$ cat src/rtl/rv_pipe_pkg.sv
// Shared pipeline types for the RV64I hazard scoreboard: entry layout, latency codes, forwarding constants.
// No timing of its own; types only, no flow control.
package rv_pipe_pkg;
  localparam int AW          = 5;
  localparam int LATW        = 4;
  localparam int FWD_REGFILE = 0;

  typedef enum logic [LATW-1:0] {
    LAT_ALU  = 4'd1,
    LAT_LOAD
  } lat_e;

  typedef struct packed {
    logic            valid;
    logic [AW-1:0]   rd;
    logic [LATW-1:0] lat;
  } sb_entry_t;
endpackage

$ cat src/rtl/sb_src_check.sv
// One-source lookup against the in-flight writer array: youngest match wins, hazard if not yet forwardable.
// Purely combinational (zero latency); no flow control.
module sb_src_check
  import rv_pipe_pkg::*;
#(
  parameter int DEPTH = 2,
  parameter int SELW  = $clog2(DEPTH + 1)
) (
  input  logic                  [AW-1:0] rs,
  input  logic                           used,
  input  sb_entry_t [DEPTH-1:0]          entries,
  output logic                           hazard,
  output logic                  [SELW-1:0] sel
);

  logic found;

  always_comb begin
    found  = 1'b0;
    hazard = 1'b0;
    sel    = SELW'(FWD_REGFILE);
    // Lower index is younger, so the first hit shadows any older writer of the same register.
    for (int s = 0; s < DEPTH; s++) begin
      if (!found && entries[s].valid && entries[s].rd == rs && used && rs != '0) begin
        found = 1'b1;
        if (s + 1 >= int'(entries[s].lat)) sel = SELW'(s + 1);
        else hazard = 1'b1;
      end
    end
  end

endmodule

$ cat src/rtl/hazard_scoreboard.sv
// ID-stage hazard detection and EX forwarding-select generation over a shift-register scoreboard of writers.
// Stall is combinational (zero latency), selects registered one cycle after issue; post-ID stages never stall.
module hazard_scoreboard
  import rv_pipe_pkg::*;
#(
  parameter int NSRC        = 2,
  parameter int AW          = rv_pipe_pkg::AW,
  parameter int DEPTH       = 2,
  parameter int LOAD_LAT    = 2,
  parameter int FLUSH_DEPTH = 1,
  parameter int CNTW        = 32,
  parameter int SELW        = $clog2(DEPTH + 1)
) (
  input  logic                   clk,
  input  logic                   rst,
  input  logic                   id_valid,
  input  logic [NSRC*AW-1:0]     id_rs,
  input  logic [NSRC-1:0]        id_rs_used,
  input  logic [AW-1:0]          id_rd,
  input  logic                   id_regwrite,
  input  logic                   id_is_load,
  input  logic                   flush,
  input  logic                   cnt_clear,
  output logic                   stall,
  output logic                   pc_write,
  output logic                   ifid_write,
  output logic                   idex_bubble,
  output logic [NSRC*SELW-1:0]   ex_fwd_sel,
  output logic [CNTW-1:0]        stall_count
);

  sb_entry_t [DEPTH-1:0]  sb;
  sb_entry_t              new_ent;
  logic [NSRC-1:0]        haz;
  logic [NSRC*SELW-1:0]   sel_c;

  for (genvar g = 0; g < NSRC; g++) begin : g_src
    sb_src_check #(
      .DEPTH (DEPTH),
      .SELW  (SELW)
    ) u_chk (
      .rs      (id_rs[g*AW +: AW]),
      .used    (id_rs_used[g]),
      .entries (sb),
      .hazard  (haz[g]),
      .sel     (sel_c[g*SELW +: SELW])
    );
  end

  // A taken branch must redirect even if the squashed consumer had a hazard.
  assign stall       = id_valid & ~flush & (|haz) & ~rst;
  assign pc_write    = ~stall;
  assign ifid_write  = ~stall;
  assign idex_bubble = stall | flush;

  always_comb begin
    new_ent = '0;
    if (id_valid && id_regwrite && id_rd != '0 && !stall && !flush) begin
      new_ent.valid = 1'b1;
      new_ent.rd    = id_rd;
      new_ent.lat   = id_is_load ? LATW'(LOAD_LAT) : LAT_ALU;
    end
  end

  always_ff @(posedge clk) begin
    if (rst) begin
      sb          <= '0;
      ex_fwd_sel  <= '0;
      stall_count <= '0;
    end else begin
      for (int i = 0; i < DEPTH - 1; i++) begin
        sb[i+1] <= (flush && i < FLUSH_DEPTH) ? '0 : sb[i];
      end
      sb[0]      <= new_ent;
      ex_fwd_sel <= (stall || flush || !id_valid) ? '0 : sel_c;
      if (cnt_clear) stall_count <= '0;
      else if (stall && stall_count != {CNTW{1'b1}}) stall_count <= stall_count + CNTW'(1);
    end
  end

endmodule

$ cat config.mk
export PLATFORM = sky130hd
export DESIGN_NAME = hazard_scoreboard
export DESIGN_NICKNAME = d
export VERILOG_FILES = /design/src/rtl/rv_pipe_pkg.sv /design/src/rtl/sb_src_check.sv /design/src/rtl/hazard_scoreboard.sv
export SDC_FILE = /design/constraint.sdc
export NUM_CORES = 1
export LEC_CHECK = 0
export CAP_MARGIN = 20
export CORE_MARGIN = 1
export CORE_UTILIZATION = 45
export CTS_CLUSTER_SIZE = 10
export DETAILED_ROUTE_END_ITERATION = 10
export DONT_BUFFER_PORTS = 1
export PLACE_DENSITY_LB_ADDON = 0.3
export SLEW_MARGIN = 20
export SYNTH_ARGS = -nofsm -noshare
export SYNTH_HDL_FRONTEND = slang
export SYNTH_HIERARCHICAL = 1
export SYNTH_SLANG_ARGS = --single-unit
$ cat constraint.sdc
create_clock -name clk -period 3.3 [get_ports clk]
set_input_delay 0.165 -clock clk [delete_from_list [all_inputs] [get_ports clk]]
set_output_delay 0.165 -clock clk [all_outputs]
set_load 0.005 [all_outputs]
* Word-level counts from Yosys, hierarchy flattened
Index checks and enable logic that the tools add are counted.
** Cells by class
- Add/subtract/negate cells :: 1
- Order comparisons :: 2
- Eq/ne operators :: 5
- Mux-type cells :: 18
- Bitwise gates (word level) :: 8
- Reductions and logical operators :: 34
** Operators by type and width (number)
- 32-bit by 1-bit adder with 32-bit output (second input constant) :: 1
- 32-bit != test (second input constant) :: 1
- 5-bit equality test :: 4
- 1-bit logical AND :: 19
- 5-bit nonzero test :: 3
- 2-bit two-way mux :: 7
- 1-bit two-way mux :: 10
- 10-bit two-way mux :: 1
- 2-bit OR reduction :: 5
- 1-bit zero test :: 5
- 1-bit by 4-bit greater-or-equal comparator with 1-bit output (first input constant) :: 1
- 2-bit by 4-bit greater-or-equal comparator with 1-bit output (first input constant) :: 1
- 1-bit inverter :: 4
- 1-bit AND :: 3
- 1-bit logical OR :: 2
- 1-bit bitwise OR :: 1
** Word-level totals
- Bits in registers :: 56
- Input port bits :: 24
- Output and inout port bits :: 40
- Word-level logic and storage cells :: 76

* Longest topological paths before layout
Gate-level depths: netlist of the first run.
- Depth in word-level cells :: 19
- Depth in mapped cells :: 11
- Depth with buffers taken out :: 10

* Modules after synthesis
The synthesis of the first run kept the hierarchy.
** By module, submodules not included
- hazard_scoreboard :: times used 1, cells an instance 258, area each 2260.9 um2, sequential area each 1041.0 um2
- sb_src_check :: times used 2, cells an instance 23, area each 186.4 um2, sequential area each 0.0 um2

* Worst setup path after synthesis of the first run
OpenSTA, ideal clock, no wires.
- Path kind :: input port to flip-flop
- Start point :: input port id_rs[7]
- End point :: register stall_count[27]
- Setup time :: 0.071 ns
- Arrival time :: 2.625 ns
- Data required time :: 3.229 ns
- Path slack :: 0.605 ns
- Stages on the path :: 10
- Path buffers :: 1
- Cell sequence :: or4_1 -> o21a_1 -> nand4_2 -> mux2i_1 -> nor2_1 -> or2_1 -> buf_6 -> or3_4 -> or4_1 -> a21oi_1
** On the way
- Cells in the longest elaborated chain, start to end :: 15
- Elaborated cells between the ends (all ways) :: 19
- Those cells by class :: eq/ne (2); mux (4); bitwise (2); reduce/logical (11)
** RTL lines
- start: declaration :: RTL line hazard_scoreboard.sv:17 : input logic [NSRC*AW-1:0] id_rs,
- 5-bit equality test :: RTL line sb_src_check.sv:24 : if (!found && entries[s].valid && entries[s].rd == rs && used && rs != '0) begin
- 1-bit logical AND (3 in series) :: RTL line sb_src_check.sv:24
- 1-bit two-way mux :: RTL line sb_src_check.sv:24
- 1-bit zero test :: RTL line sb_src_check.sv:24
- 1-bit logical AND (4 in series) :: RTL line sb_src_check.sv:24
- 1-bit two-way mux (*) :: RTL line sb_src_check.sv:24
- net haz[1] :: RTL line hazard_scoreboard.sv:34 : logic [NSRC-1:0] haz;
- 2-bit OR reduction (*) :: RTL line hazard_scoreboard.sv:51 : assign stall = id_valid & ~flush & (|haz) & ~rst;
- 1-bit AND (*) (2 in series) :: RTL line hazard_scoreboard.sv:51
- 1-bit logical AND (*) :: RTL line hazard_scoreboard.sv:77 : else if (stall && stall_count != {CNTW{1'b1}}) stall_count <= stall_count + CNTW'(1);
- end signal: assignment :: RTL line hazard_scoreboard.sv:77
- end: declaration :: RTL line hazard_scoreboard.sv:29 : output logic [CNTW-1:0] stall_count
The timed path passes the listed nets; every way through them passes the cells marked *.
A chain may end at the register's enable or synchronous reset.

* Worst setup path after layout of the first run
- Start point :: register sb[6] (netlist name)
- End point :: register stall_count[28]
** On the way
- Cells in the longest elaborated chain, start to end :: 15
- Elaborated cells between the ends (all ways) :: 30
- Those cells by class :: eq/ne (2); mux (8); bitwise (2); reduce/logical (18)
** RTL lines
- start: declaration :: RTL line hazard_scoreboard.sv:32 : sb_entry_t [DEPTH-1:0] sb;
- start signal: indexed assignment :: RTL line hazard_scoreboard.sv:72 : sb[i+1] <= (flush && i < FLUSH_DEPTH) ? '0 : sb[i];
- 5-bit equality test (*) :: RTL line sb_src_check.sv:24
- 1-bit logical AND (*) (3 in series) :: RTL line sb_src_check.sv:24
- 1-bit two-way mux :: RTL line sb_src_check.sv:24
- 1-bit zero test :: RTL line sb_src_check.sv:24
- 1-bit logical AND (4 in series) :: RTL line sb_src_check.sv:24
- 1-bit two-way mux (*) :: RTL line sb_src_check.sv:24
- net haz[1] :: RTL line hazard_scoreboard.sv:34
- 2-bit OR reduction (*) :: RTL line hazard_scoreboard.sv:51
- 1-bit AND (*) (2 in series) :: RTL line hazard_scoreboard.sv:51
- 1-bit logical AND (*) :: RTL line hazard_scoreboard.sv:77
Marked as above.

==> results of run 1 <==
-- per-layer routing --
layer  global-route usage  up-vias  share of wire
li1                     -     1152              -
met1                0.251     1063           0.43
met5                    0        -              0
met3               0.0570        7          0.078
met4               0.0741        0          0.014
met2                0.329       75           0.48
-- timing repair --
action,CTS,global route
gates resized for setup,0,1
buffers inserted,0,0
endpoints found under the hold margin,4,0
setup endpoints to repair,0,1
hold buffers,2,0
-- cell families after synthesis --
kind of cell,Yosys count,share of synthesized area
and+or+nand+nor,147,0.342
adders and majority gates,1,0.00475
other,1,0.00142
DFF,52,0.395
buffers and inverters,15,0.0257
xor gates and xnor gates,23,0.0765
AOI/OAI and AO/OA,60,0.135
muxes,5,0.0190
-- placed cells by master (no fill, tap or decap), drive strengths merged, types with 5 or more instances in the layout --
cell	netlist	final
dfxtp	52	52
a21oi	25	25
nand4	20	20
xor2	19	19
or3	18	18
nand2	17	17
and2	17	17
o21ai	16	16
nand3	12	12
or4	11	11
nor2	9	9
o31ai	9	9
nor4	9	9
and3	8	8
conb	1	8
nor3	7	7
and4	6	6
mux2i	5	5
clkbuf	7	5
buf	3	5
inv	5	5
nor2b	5	5
-- final timing paths --
| path | cells past startpoint | end | slack, ns |
|---|---|---|---|
| hold reg to reg | 1 | sb[10] | 0.43 |
| hold / removal | 2 | sb[9] | 0.009 |
| setup reg to reg | 9 | stall_count[28] | 0.43 |
| setup / recovery | 9 | stall_count[28] | 0.43 |
-- worst max-delay path, cell delays in order (launching register included) --
cell and delay [ns]:
dfxtp_1 0.35, xor2_1 0.17, nor4_1 0.36, nand4_2 0.17, mux2i_1 0.24, nor2_1 0.12
nor4_2 0.43, nand4_1 0.32, or4_1 0.48, a21oi_1 0.15
-- registers in the layout (all words and copies together) (netlist names) --
signal       cells
stall_count     32
sb              16
ex_fwd_sel       4
-- where the power goes --
| part | internal [uW] | total [uW] | switching [uW] |
|---|---|---|---|
| clock | 144 | 344 | 200 |
| combinational | 17.6 | 38.8 | 21.1 |
| sequential | 629 | 631 | 1.98 |
| total | 791 | 1010 | 223 |
-- area by class of cell --
| type | count | area share |
|---|---|---|
| Multi-Input combinational cell | 244 | 0.547 |
| Sequential cell | 52 | 0.366 |
| Tap cell | 72 | 0.0316 |
| Clock buffer | 5 | 0.0242 |
| Timing Repair Buffer | 7 | 0.0202 |
| Inverter | 5 | 0.00659 |
| Clock inverter | 2 | 0.00440 |
-- metrics by stage --
stage	hold slack (ns)	setup WS, ns	utilization
floorplan	0.237	0.605	-
global placement	0.238	0.472	0.491
detailed placement	0.239	0.310	0.491
CTS	0.00280	0.270	0.510
global route	0.00353	0.171	0.511
finish	0.00854	0.426	0.511
-- synthesized netlist by cell type (3+ instances only) --
master	n
nand3_1	12
nor4_1	9
nor2b_1	3
nand4b_1	3
or4_1	11
nand2_1	17
a21oi_1	25
xor2_1	19
o31ai_1	8
and2_1	15
nor2_1	9
and3_1	8
and4_1	6
clkbuf_1	7
mux2i_1	5
xnor2_1	4
dfxtp_1	52
nor3_1	6
o21ai_0	16
or3_1	17
inv_1	4
nand4_1	18
==> summary.txt, run 1 <==
Global route
  – Vias in the first global route: 2093
  – Antenna violations before repair: 0
  – GRT Total Usage: 0.202
  – Remaining Overflow, GRT: 0
  – First-pass GRT wire length: approximately 10000 um
  – Pin count of the biggest net entering global routing: 29

Floorplan
  – Area of the die: roughly 6200 um^2
  – Core outline area: about 5600 um^2
  – Die X: 78.5 um
  – I/O Pins: 64
  – Initial Utilization: 0.473
  – Die height: ~80 um
  – Row count: 27

Timing
  – RSZ-0062 raised after global routing: no
  – Worst slew pin tran: between 0.6 and 0.7 ns
  – # setup viols final: 0
  – Fin crit period: 2.87 ns
  – Achievable Freq: about 350 MHz
  – Fin crit share: 0.871
  – Slew headroom: 0.545
  – Final hold violations: 0
  – Max-slew violation count: 0
  – Setup TNS: 0 ns
  – Clock Skews: 0.00878 ns

Synth
  – Top FF cell, synth: dfxtp_1
  – Asr flop ratio synth: 0
  – Netlist cell types: between 40 and 50
  – Area leader, netlist: dfxtp_1
  – Post-Syn Area: 2630 um^2
  – Ys Warns: 6
  – Mapped Avg Cell Area: 8.66 um^2
  – EDFF count, synth: 0
  – Synth Instances: roughly 300
  – Synth area leaders: dfxtp_1 40%, xor2_1 6.3%, a21oi_1 4.8%, nand4_1 4.3%, or3_1 4.0%
  – Synth top area share: 0.395
  – #FFs+latches synth: 52
  – Seq/Total Area, Yosys: 0.395

Critical path
  – Worst setup EP type: flop
  – CP Class: reg -> reg
  – Worst setup SP type: flop
  – WP data required: ~3.5 ns
  – CP startpoint: sb[6]
  – Reg-to-reg critical path startpoint: sb[6]
  – Worst Path Arrival: ~3.1 ns
  – Worst Path Max Fanout: 7

Detailed routing
  – Drt first pass iters: 4
  – Initial DRC count: just under 100
  – Vias: approximately 2300
  – Final WL: approximately 6000 um
  – Routed len/inst: between 15 and 20 um
  – Detail Route Antenna Nets: 0
  – Residual DRC: 0
  – Avg Vias per Cell: 5.94

Place
  – Detailed-placement wirelength estimate: 4490 um
  – Routability cong.: about 0.84
  – IO buf count: 0
  – Placed Instances: about 380
  – Area after DPL: between 2000 and 3000 um^2

Run
  – Max-cap violation count: 0

Layout
  – Share of cells above drive strength 1: 0.0825
  – FILL cells: ~550
  – FF/Latch Area: about 1000 um^2
  – Area of the multi-input gates: ~1600 um^2
  – N_diodes: 0
  – Non-Filler Instances: 387
  – Fin nets: 340
  – Area grow syn2layout: 8.08%
  – Design area: 2850 um^2

Clock tree
  – Clk_lat worst skew: between 0.3 and 0.4 ns
  – TritonCTS clock tree: built
  – Clock root buffer: clkbuf_8
  – Worst-path clk slew: around 0.090 ns
  – Sink Count: 52
  – Num CTS Buffers: 5
  – Clock Tree Buf Depth: 2
  – H-tree depth: 2

Outcome
  – Status: completed

Pwr
  – Leakage power: ~0.00094 uW
  – Worst VDD drop: roughly 0.00019 V
  – P per Cell Area: 356 nW/um^2
  – Total power: 1010 uW

Min path
  – Hold path start: id_regwrite
  – Hold Path Class: in -> reg
(Power assumes the default switching activity.)
==> run 2, diff against run 1 <==
- PLACE_DENSITY_LB_ADDON: 0.3 -> default
- SYNTH_HIERARCHICAL: 1 -> default
==> run 2 against run 1 <==
Effect of this change: maximum frequency rose by 18%; synthesized area decreased by 6.1%; via count down 15%; die area shrank 6.0%; worst hold slack gained 0.075 ns; global-route usage fell by 0.96 points; utilization rose by 0.74 points; sequential share of layout area rose by 2.0 points; critical path type unchanged; largest cell class unchanged; largest power group unchanged.
==> summary.txt, run 2 <==
Layout
  – Biggest registers after layout: stall_count (32), sb (16), ex_fwd_sel (4) (unchanged)
  – Biggest register: stall_count (unchanged)
  – Highest-count cells in the layout ignoring fill and taps: 52 x dfxtp_1, 25 x nand2_1, 24 x nor2_1, 23 x xnor2_1, 18 x nand3_1 (was 52 x dfxtp_1, 25 x a21oi_1, 19 x xor2_1, 18 x nand4_1)
  – Fin nets: 311 (was 340)
  – Commonest non-fill, non-tap cell in the layout: dfxtp_1 (unchanged)
  – Area grow syn2layout: 9.06% (was 8.08%)
  – Share of cells above drive strength 1: 0.0732 (was 0.0825)
  – N_diodes: 0 (unchanged)
  – Max reg flops: 32 (unchanged)

Pwr
  – Comb pwr share: 0.035 (was 0.038)
  – Net switching power: 239 uW (was 223 uW)
  – Leakage power: 0.000849 uW (was 0.000942 uW)
  – Clock share of power: 0.409 (was 0.339)
  – Switching share of power: 0.210 (was 0.220)
  – Reg power frac: 0.556 (was 0.622)
  – P per Cell Area: 421 nW/um^2 (was 356 nW/um^2)
  – Internal cell power: 896 uW (was 791 uW)
  – Worst VDD drop: 0.000253 V (was 0.000194 V)

Global route
  – Antenna violations before repair: 0 (unchanged)
  – Remaining Overflow, GRT: 0 (unchanged)
  – GRT Total Usage: 0.192 (was 0.202)
  – Pin count of the biggest net entering global routing: 31 (was 29)
  – Vias in the first global route: 1844 (was 2093)
  – First-pass GRT wire length: 8890 um (was 9800 um)

Critical path
  – Critical path depth in cells: 6 (was 9)
  – Cell chain of the critical path: and4_1, nand2_1, nor3_1, nand4_4, or4_1, a21oi_1 (was xor2_1, nor4_1, nand4_2, mux2i_1, nor2_1, nor4_2, nand4_1, or4_1, a21oi_1)
  – Slowest library cell on the worst path: nor3_1 (was or4_1)
  – CP Class: reg -> reg (unchanged)
  – WP buf/inv: 0 (unchanged)
  – Worst Path Arrival: 2.67 ns (was 3.10 ns)
  – R2R Setup Slk: 0.87 ns (was 0.43 ns)
  – Worst reg2reg endpoint: stall_count[31] (was stall_count[28])
  – Reg2Reg Depth: 6 (was 9)
  – Worst Path Max Fanout: 17 (was 7)
  – Worst setup EP type: flop (unchanged)
  – WP data required: 3.54 ns (was 3.53 ns)
  – Largest stage delay, worst path: 0.48 ns (about the same)
  – CP startpoint: stall_count[2] (was sb[6])
  – Reg-to-reg critical path startpoint: stall_count[2] (was sb[6])
  – Crit path max-delay family: simple AND/OR/NAND/NOR gates (unchanged)
  – Worst setup SP type: flop (unchanged)
  – Crit path to: stall_count[31] (was stall_count[28])

Detailed routing
  – Drt first pass iters: 4 (unchanged)
  – Residual DRC: 0 (unchanged)
  – Avg Vias per Cell: 5.50 (was 5.94)
  – Final WL: 5360 um (was 5960 um)
  – Initial DRC count: 83 (was 98)
  – Routed len/inst: 15.0 um (was 15.4 um)
  – Vias: 1963 (was 2297)
  – Detail Route Antenna Nets: 0 (unchanged)

Synth
  – Synth top area share: 0.421 (was 0.395)
  – Most common cell in the synthesized netlist: dfxtp_1 (unchanged)
  – #FFs+latches synth: 52 (unchanged)
  – EDFF count, synth: 0 (unchanged)
  – Top FF cell, synth: dfxtp_1 (unchanged)
  – Synth area leaders: dfxtp_1 42%, xnor2_1 8.1%, xor2_1 4.3%, and2_1 4.0%, nand2_1 3.8% (was dfxtp_1 40%, xor2_1 6.3%, a21oi_1 4.8%, nand4_1 4.3%, or3_1 4.0%)
  – Mapped Avg Cell Area: 8.83 um^2 (was 8.66 um^2)
  – Syn Nets: 305
  – Ys Warns: 0 (was 6)
  – Netlist cell types: 43 (was 45)
  – Asr flop ratio synth: 0 (unchanged)
  – Area leader, netlist: dfxtp_1 (unchanged)
  – Seq/Total Area, Yosys: 0.421 (was 0.395)
  – Post-Syn Area: 2470 um^2 (was 2630 um^2)
  – Commonest cells post-synth: 52 x dfxtp_1, 25 x nand2_1, 24 x nor2_1 (was 52 x dfxtp_1, 25 x a21oi_1, 19 x xor2_1)
  – Synth Instances: 280 (was 304)

Timing
  – Slew headroom: 0.601 (was 0.545)
  – Max-slew violation count: 0 (unchanged)
  – # setup viols final: 0 (unchanged)
  – Fin crit share: 0.737 (was 0.871)
  – Hold Slack: 0.0832 ns (was 0.00854 ns)
  – Fin crit period: 2.43 ns (was 2.87 ns)
  – RSZ-0062 raised after global routing: no (unchanged)
  – Achievable Freq: 411 MHz (was 348 MHz)
  – Setup TNS: 0 ns (unchanged)
  – Clock Skews: 0.00737 ns (was 0.00878 ns)
  – Worst slew pin tran: 0.598 ns (was 0.677 ns)
  – Final hold violations: 0 (unchanged)

Floorplan
  – Initial Utilization: 0.475 (was 0.473)
  – Die X: 76.1 um (was 78.5 um)
  – I/O Pins: 64 (unchanged)
  – Die height: 76.1 um (was 78.5 um)
  – Core outline area: 5200 um^2 (was 5570 um^2)
  – Row count: 26 (was 27)
  – Area of the die: 5790 um^2 (was 6160 um^2)

Clock tree
  – Clk_lat worst skew: 0.31 ns (about the same)
  – Sink Count: 52 (unchanged)
  – Clock root buffer: clkbuf_8 (unchanged)
  – Num CTS Buffers: 5 (unchanged)
  – H-tree depth: 2 (unchanged)
  – Postcts setup bufs: 0 (unchanged)
  – TritonCTS clock tree: built (unchanged)
  – Worst-path clk slew: 0.09 ns (about the same)
  – Clock Tree Buf Depth: 2 (unchanged)

Min path
  – Hold Path Class: in -> reg (unchanged)
  – Hold path start: id_regwrite (unchanged)
  – Min-Delay Path Depth: 2 (unchanged)

Place
  – IO buf count: 0 (unchanged)
  – Detailed-placement wirelength estimate: 3920 um (was 4490 um)
  – Routability cong.: 0.756 (was 0.841)

Run
  – Max-cap violation count: 0 (unchanged)

Outcome
  – Status: completed (unchanged)
==> run 2: cell count changes after synthesis, moves of 8 or more <==
cell | before | now
a21oi_1 | 25 | 13
nand2_1 | 17 | 25
nand4_1 | 18 | 6
xnor2_1 | 4 | 23
nor2_1 | 9 | 24
==> run 2: cells by family (layout without fill, tap and decap cells) <==
logic type,after synthesis,in the layout,share of synthesized area
simple gates,141,141,0.322
flops,52,52,0.421
compound gates,39,39,0.102
xor+xnor,35,35,0.124
buf+inv,12,19,0.0258
fa+ha+maj,1,1,0.00506
==> run 2: final cells by class <==
type / instances / area [um^2]
Sequential cell: 52 / 1040
Clock inverter: 2 / 38.8
Clock buffer: 6 / 82.6
Fill cell: 519 / 2510
Inverter: 5 / 18.8
Tap cell: 70 / 87.6
Multi-Input combinational cell: 216 / 1370
Timing Repair Buffer: 6 / 60.1
==> run 2: power by group through the flow <==
stage                     combinational [uW]  sequential, uW  clock, uW
after floorplan                         28.6             646          0
after global placement                  34.5             646          0
after detailed placement                34.6             646          0
after CTS                               40.7             631        475
after global routing                    44.4             632        503
final                                   40.0             631        464
==> run 2: per-layer routing <==
metal	up-vias	part of all wire	global-route usage	routed length, um
li1	999	-	-	-
met1	903	0.46	0.231	2470
met2	54	0.47	0.320	2500
met3	7	0.062	0.0659	332
met4	0	0.012	0.0635	66
met5	-	0	0	0
==> run 2: worst min path at each step <==
stage	slack, ns	to
2_1_floorplan	0.24	sb[0]
3_3_place_gp	0.25	sb[0]
3_5_place_dp	0.25	sb[0]
4_1_cts	0.08	sb[0]
5_1_grt	0.09	stall_count[5]
6_report	0.08	sb[0]
==> run 2: metrics by stage <==
stage,power (uW),cell area [um^2],std cells,setup slack (ns),util
after floorplan,674,2470,280,1.20,-
after global placement,680,2510,343,0.929,0.483
after detailed placement,681,2510,343,0.881,0.483
after CTS,1150,2700,357,0.842,0.518
after global routing,1180,2700,357,0.652,0.518
final,1130,2700,357,0.867,0.518
==> run 2: repair_timing <==
item / 4_1_cts / 5_1_grt
resized for setup: 0 / 0
hold endpoints to repair: 7 / 0
hold buffers: 6 / 0
==> run 2: worst reg2reg max path, cell delays in order (launching register included) <==
cell,delay (ns)
dfxtp_1,0.46
and4_1,0.30
nand2_1,0.18
nor3_1,0.48
nand4_4,0.33
or4_1,0.47
a21oi_1,0.14
==> run 3, diff against run 2 <==
- ABC_AREA: default -> 1
- clock period: 3.3 -> 2.3 ns (I/O delays scaled with it)
==> run 3 against run 2 <==
Effect of this change: count of clock-buffer cells in the layout down 1; worst hold slack better by 0.028 ns; sequential cell count unchanged; clock power up 42%; power up 47%; maximum frequency up 20%; first-iteration DRC count up 61%; global-route usage up 1.5 points; non-clock buffer count up 11; design area up 33%; largest power group unchanged.
==> summary.txt, run 3 <==
Layout
  – Biggest register: stall_count (unchanged)
  – N_diodes: 0 (unchanged)
  – Fin nets: 548 (was 311)
  – Non-Filler Instances: 620 (was 357)
  – Share of cells above drive strength 1: 0.124 (was 0.0732)
  – Area grow syn2layout: 9.19% (was 9.06%)
  – Commonest non-fill, non-tap cell in the layout: nand2_1 (was dfxtp_1)
  – Highest-count cells in the layout ignoring fill and taps: 133 x nand2_1, 107 x inv_1, 88 x nor2_1, 52 x dfxtp_1, 21 x o21bai_1 (was 52 x dfxtp_1, 25 x nand2_1, 24 x nor2_1, 23 x xnor2_1, 18 x nand3_1)
  – Max reg flops: 32 (unchanged)
  – Biggest registers after layout: stall_count (32), sb (16), ex_fwd_sel (4) (unchanged)

Pwr
  – Worst VDD drop: 0.000227 V (was 0.000253 V)
  – P per Cell Area: 464 nW/um^2 (was 421 nW/um^2)
  – Leakage power: 0.00159 uW (was 0.000849 uW)

Floorplan
  – Row count: 30 (was 26)
  – Die height: 87.4 um (was 76.1 um)
  – Die X: 87.4 um (was 76.1 um)
  – I/O Pins: 64 (unchanged)
  – Area of the die: 7630 um^2 (was 5790 um^2)
  – Initial Utilization: 0.475 (about the same)
  – Core outline area: 6910 um^2 (was 5200 um^2)

Global route
  – First-pass GRT wire length: 12500 um (was 8890 um)
  – Remaining Overflow, GRT: 0 (unchanged)
  – Antenna violations before repair: 0 (unchanged)
  – Vias in the first global route: 2817 (was 1844)
  – Grt met1 use: 0.251 (was 0.231)
  – Top Usage Layer GRT: met2 (unchanged)
  – GRT Total Usage: 0.207 (was 0.192)
  – Pin count of the biggest net entering global routing: 29 (was 31)
  – Met3 GRT Util: 0.0474 (was 0.0659)
  – Met2 Use GR: 0.362 (was 0.320)

Synth
  – Netlist cell types: 31 (was 43)
  – Most common cell in the synthesized netlist: nand2_1 (was dfxtp_1)
  – Ys Warns: 0 (unchanged)
  – Simple logic cell fraction of the synthesized area: 0.450 (was 0.322)
  – Largest family of logic cells by synthesized area: simple AND/OR/NAND/NOR gates (unchanged)
  – Synth area leaders: dfxtp_1 32%, nand2_1 15%, inv_1 12%, nor2_1 10%, nand4_2 7.2% (was dfxtp_1 42%, xnor2_1 8.1%, xor2_1 4.3%, and2_1 4.0%, nand2_1 3.8%)
  – Area leader, netlist: dfxtp_1 (unchanged)
  – Commonest cells post-synth: 133 x nand2_1, 107 x inv_1, 89 x nor2_1 (was 52 x dfxtp_1, 25 x nand2_1, 24 x nor2_1)
  – Synth Area in XOR/XNOR: 0.00267 (was 0.124)
  – Adder-Cell Fraction of Synth Area: 0.00382 (was 0.00506)
  – Post-synthesis mux area share: 0 (unchanged)
  – Mapped Avg Cell Area: 6.43 um^2 (was 8.83 um^2)
  – Asr flop ratio synth: 0 (unchanged)
  – Post-Syn Area: 3280 um^2 (was 2470 um^2)
  – Synth top area share: 0.317 (was 0.421)
  – Compound-Gate Fraction of Synth Area: 0.0584 (was 0.102)
  – Syn Nets: 535 (was 305)
  – Top FF cell, synth: dfxtp_1 (unchanged)
  – Synth Instances: 510 (was 280)
  – #FFs+latches synth: 52 (unchanged)
  – Seq/Total Area, Yosys: 0.317 (was 0.421)
  – EDFF count, synth: 0 (unchanged)

Clock tree
  – Num CTS Buffers: 5 (unchanged)
  – H-tree depth: 2 (unchanged)
  – Clock root buffer: clkbuf_8 (unchanged)
  – Postcts setup bufs: 0 (unchanged)
  – Worst-path clk slew: 0.11 ns (was 0.09 ns)
  – Sink Count: 52 (unchanged)
  – Clk_lat worst skew: 0.31 ns (about the same)
  – Clock Tree Buf Depth: 2 (unchanged)
  – TritonCTS clock tree: built (unchanged)

Min path
  – Min-Delay Path Depth: 5 (was 2)
  – Hold-critical path endpoint: ex_fwd_sel[2] (was sb[0])
  – Hold Path Class: in -> reg (unchanged)
  – Hold path start: id_rs[5] (was id_regwrite)

Timing
  – Slew headroom: 0.570 (was 0.601)
  – Max-slew violation count: 0 (unchanged)
  – Final hold violations: 0 (unchanged)
  – RSZ-0062 raised after global routing: no (unchanged)
  – Hold Slack: 0.111 ns (was 0.0832 ns)
  – Setup TNS: 0 ns (unchanged)
  – Fin crit share: 0.884 (was 0.737)
  – # setup viols final: 0 (unchanged)
  – Achievable Freq: 492 MHz (was 411 MHz)
  – Clock Skews: 0.0158 ns (was 0.00737 ns)
  – Worst slew pin tran: 0.644 ns (was 0.598 ns)
  – Fin crit period: 2.03 ns (was 2.43 ns)

Detailed routing
  – Final WL: 7540 um (was 5360 um)
  – Routed len/inst: 12.2 um (was 15.0 um)
  – Vias: 2985 (was 1963)
  – Detail Route Antenna Nets: 0 (unchanged)
  – Avg Vias per Cell: 4.81 (was 5.50)
  – Drt first pass iters: 4 (unchanged)
  – Residual DRC: 0 (unchanged)
  – Initial DRC count: 134 (was 83)

Critical path
  – Worst reg2reg endpoint: stall_count[26] (was stall_count[31])
  – WP data required: 2.50 ns (was 3.54 ns)
  – Reg-to-reg critical path startpoint: stall_count[0] (was stall_count[2])
  – CP Class: reg -> reg (unchanged)
  – Worst setup SP type: flop (unchanged)
  – R2R Setup Slk: 0.27 ns (was 0.87 ns)
  – Worst setup EP type: flop (unchanged)
  – Reg2Reg Depth: 10 (was 6)
  – Worst Path Max Fanout: 13 (was 17)
  – Worst Path Arrival: 2.23 ns (was 2.67 ns)

Place
  – Routability cong.: 0.845 (was 0.756)
  – Placed Instances: 603 (was 343)
  – Detailed-placement wirelength estimate: 5630 um (was 3920 um)
  – IO buf count: 0 (unchanged)

Run
  – Max-cap violation count: 0 (unchanged)

Outcome
  – Status: completed (unchanged)
run 3: per-stage QoR:
stage,util,cell area (um^2),setup slack (ns),power [uW]
global route,0.518,3580,0.0533,1730
detailed placement,0.487,3360,0.155,1010
finish,0.518,3580,0.267,1660
CTS,0.515,3560,0.135,1690
global placement,0.487,3360,0.232,1010
floorplan,-,3280,0.546,997
run 3: logic make-up (layout without fill, tap and decap cells):
group / after synthesis / count (layout)
compound gates: 27 / 27
xor+xnor: 1 / 1
fa+ha+maj: 1 / 1
buf+inv: 126 / 139
flops: 52 / 52
simple gates: 303 / 304
run 3: power breakdown:
part	switching (uW)	internal (uW)
Sequential	2.33	903
Combinational	56.8	42.3
Clock	330	328
Total	389	1270
run 3: critical path, cell delays in order (launching register included):
cell     delay [ns]
dfxtp_1        0.40
ha_1           0.21
nand2_1        0.13
nor2_4         0.18
nand4_2        0.16
nor2_4         0.23
nand3_4        0.26
nand4_2        0.21
nand2_1        0.07
inv_1          0.05
nor2_1         0.04
run 3: worst max path at each step:
stage / startpoint / endpoint / slack (ns)
global placement: stall_count[0] / stall_count[17] / 0.23
global route: sb[6] / idex_bubble / 0.05
CTS: stall_count[0] / stall_count[17] / 0.13
detailed placement: stall_count[0] / stall_count[17] / 0.16
finish: stall_count[0] / stall_count[26] / 0.27
floorplan: stall_count[1] / stall_count[31] / 0.55
run 3: layer usage:
metal | vias up | wire (um)
met5 | - | 0
met2 | 72 | 3610
met1 | 1329 | 3450
met4 | 0 | 104
met3 | 9 | 372
li1 | 1575 | -
run 3: cell type report:
type	count	area, um^2
fill	724	3330
multi-input combinational	333	1710
sequential	52	1040
inverter	114	430
timing repair buffer	17	160
tap	96	120
clock buffer	5	68.8
clock inverter	3	46.3
run 3: timing repair:
| action | 4_1_cts | 5_1_grt |
|---|---|---|
| setup endpoints to repair | 0 | 23 |
| resized for setup | 0 | 3 |
| hold buffers | 8 | 0 |
| endpoints found under the hold margin | 8 | 0 |
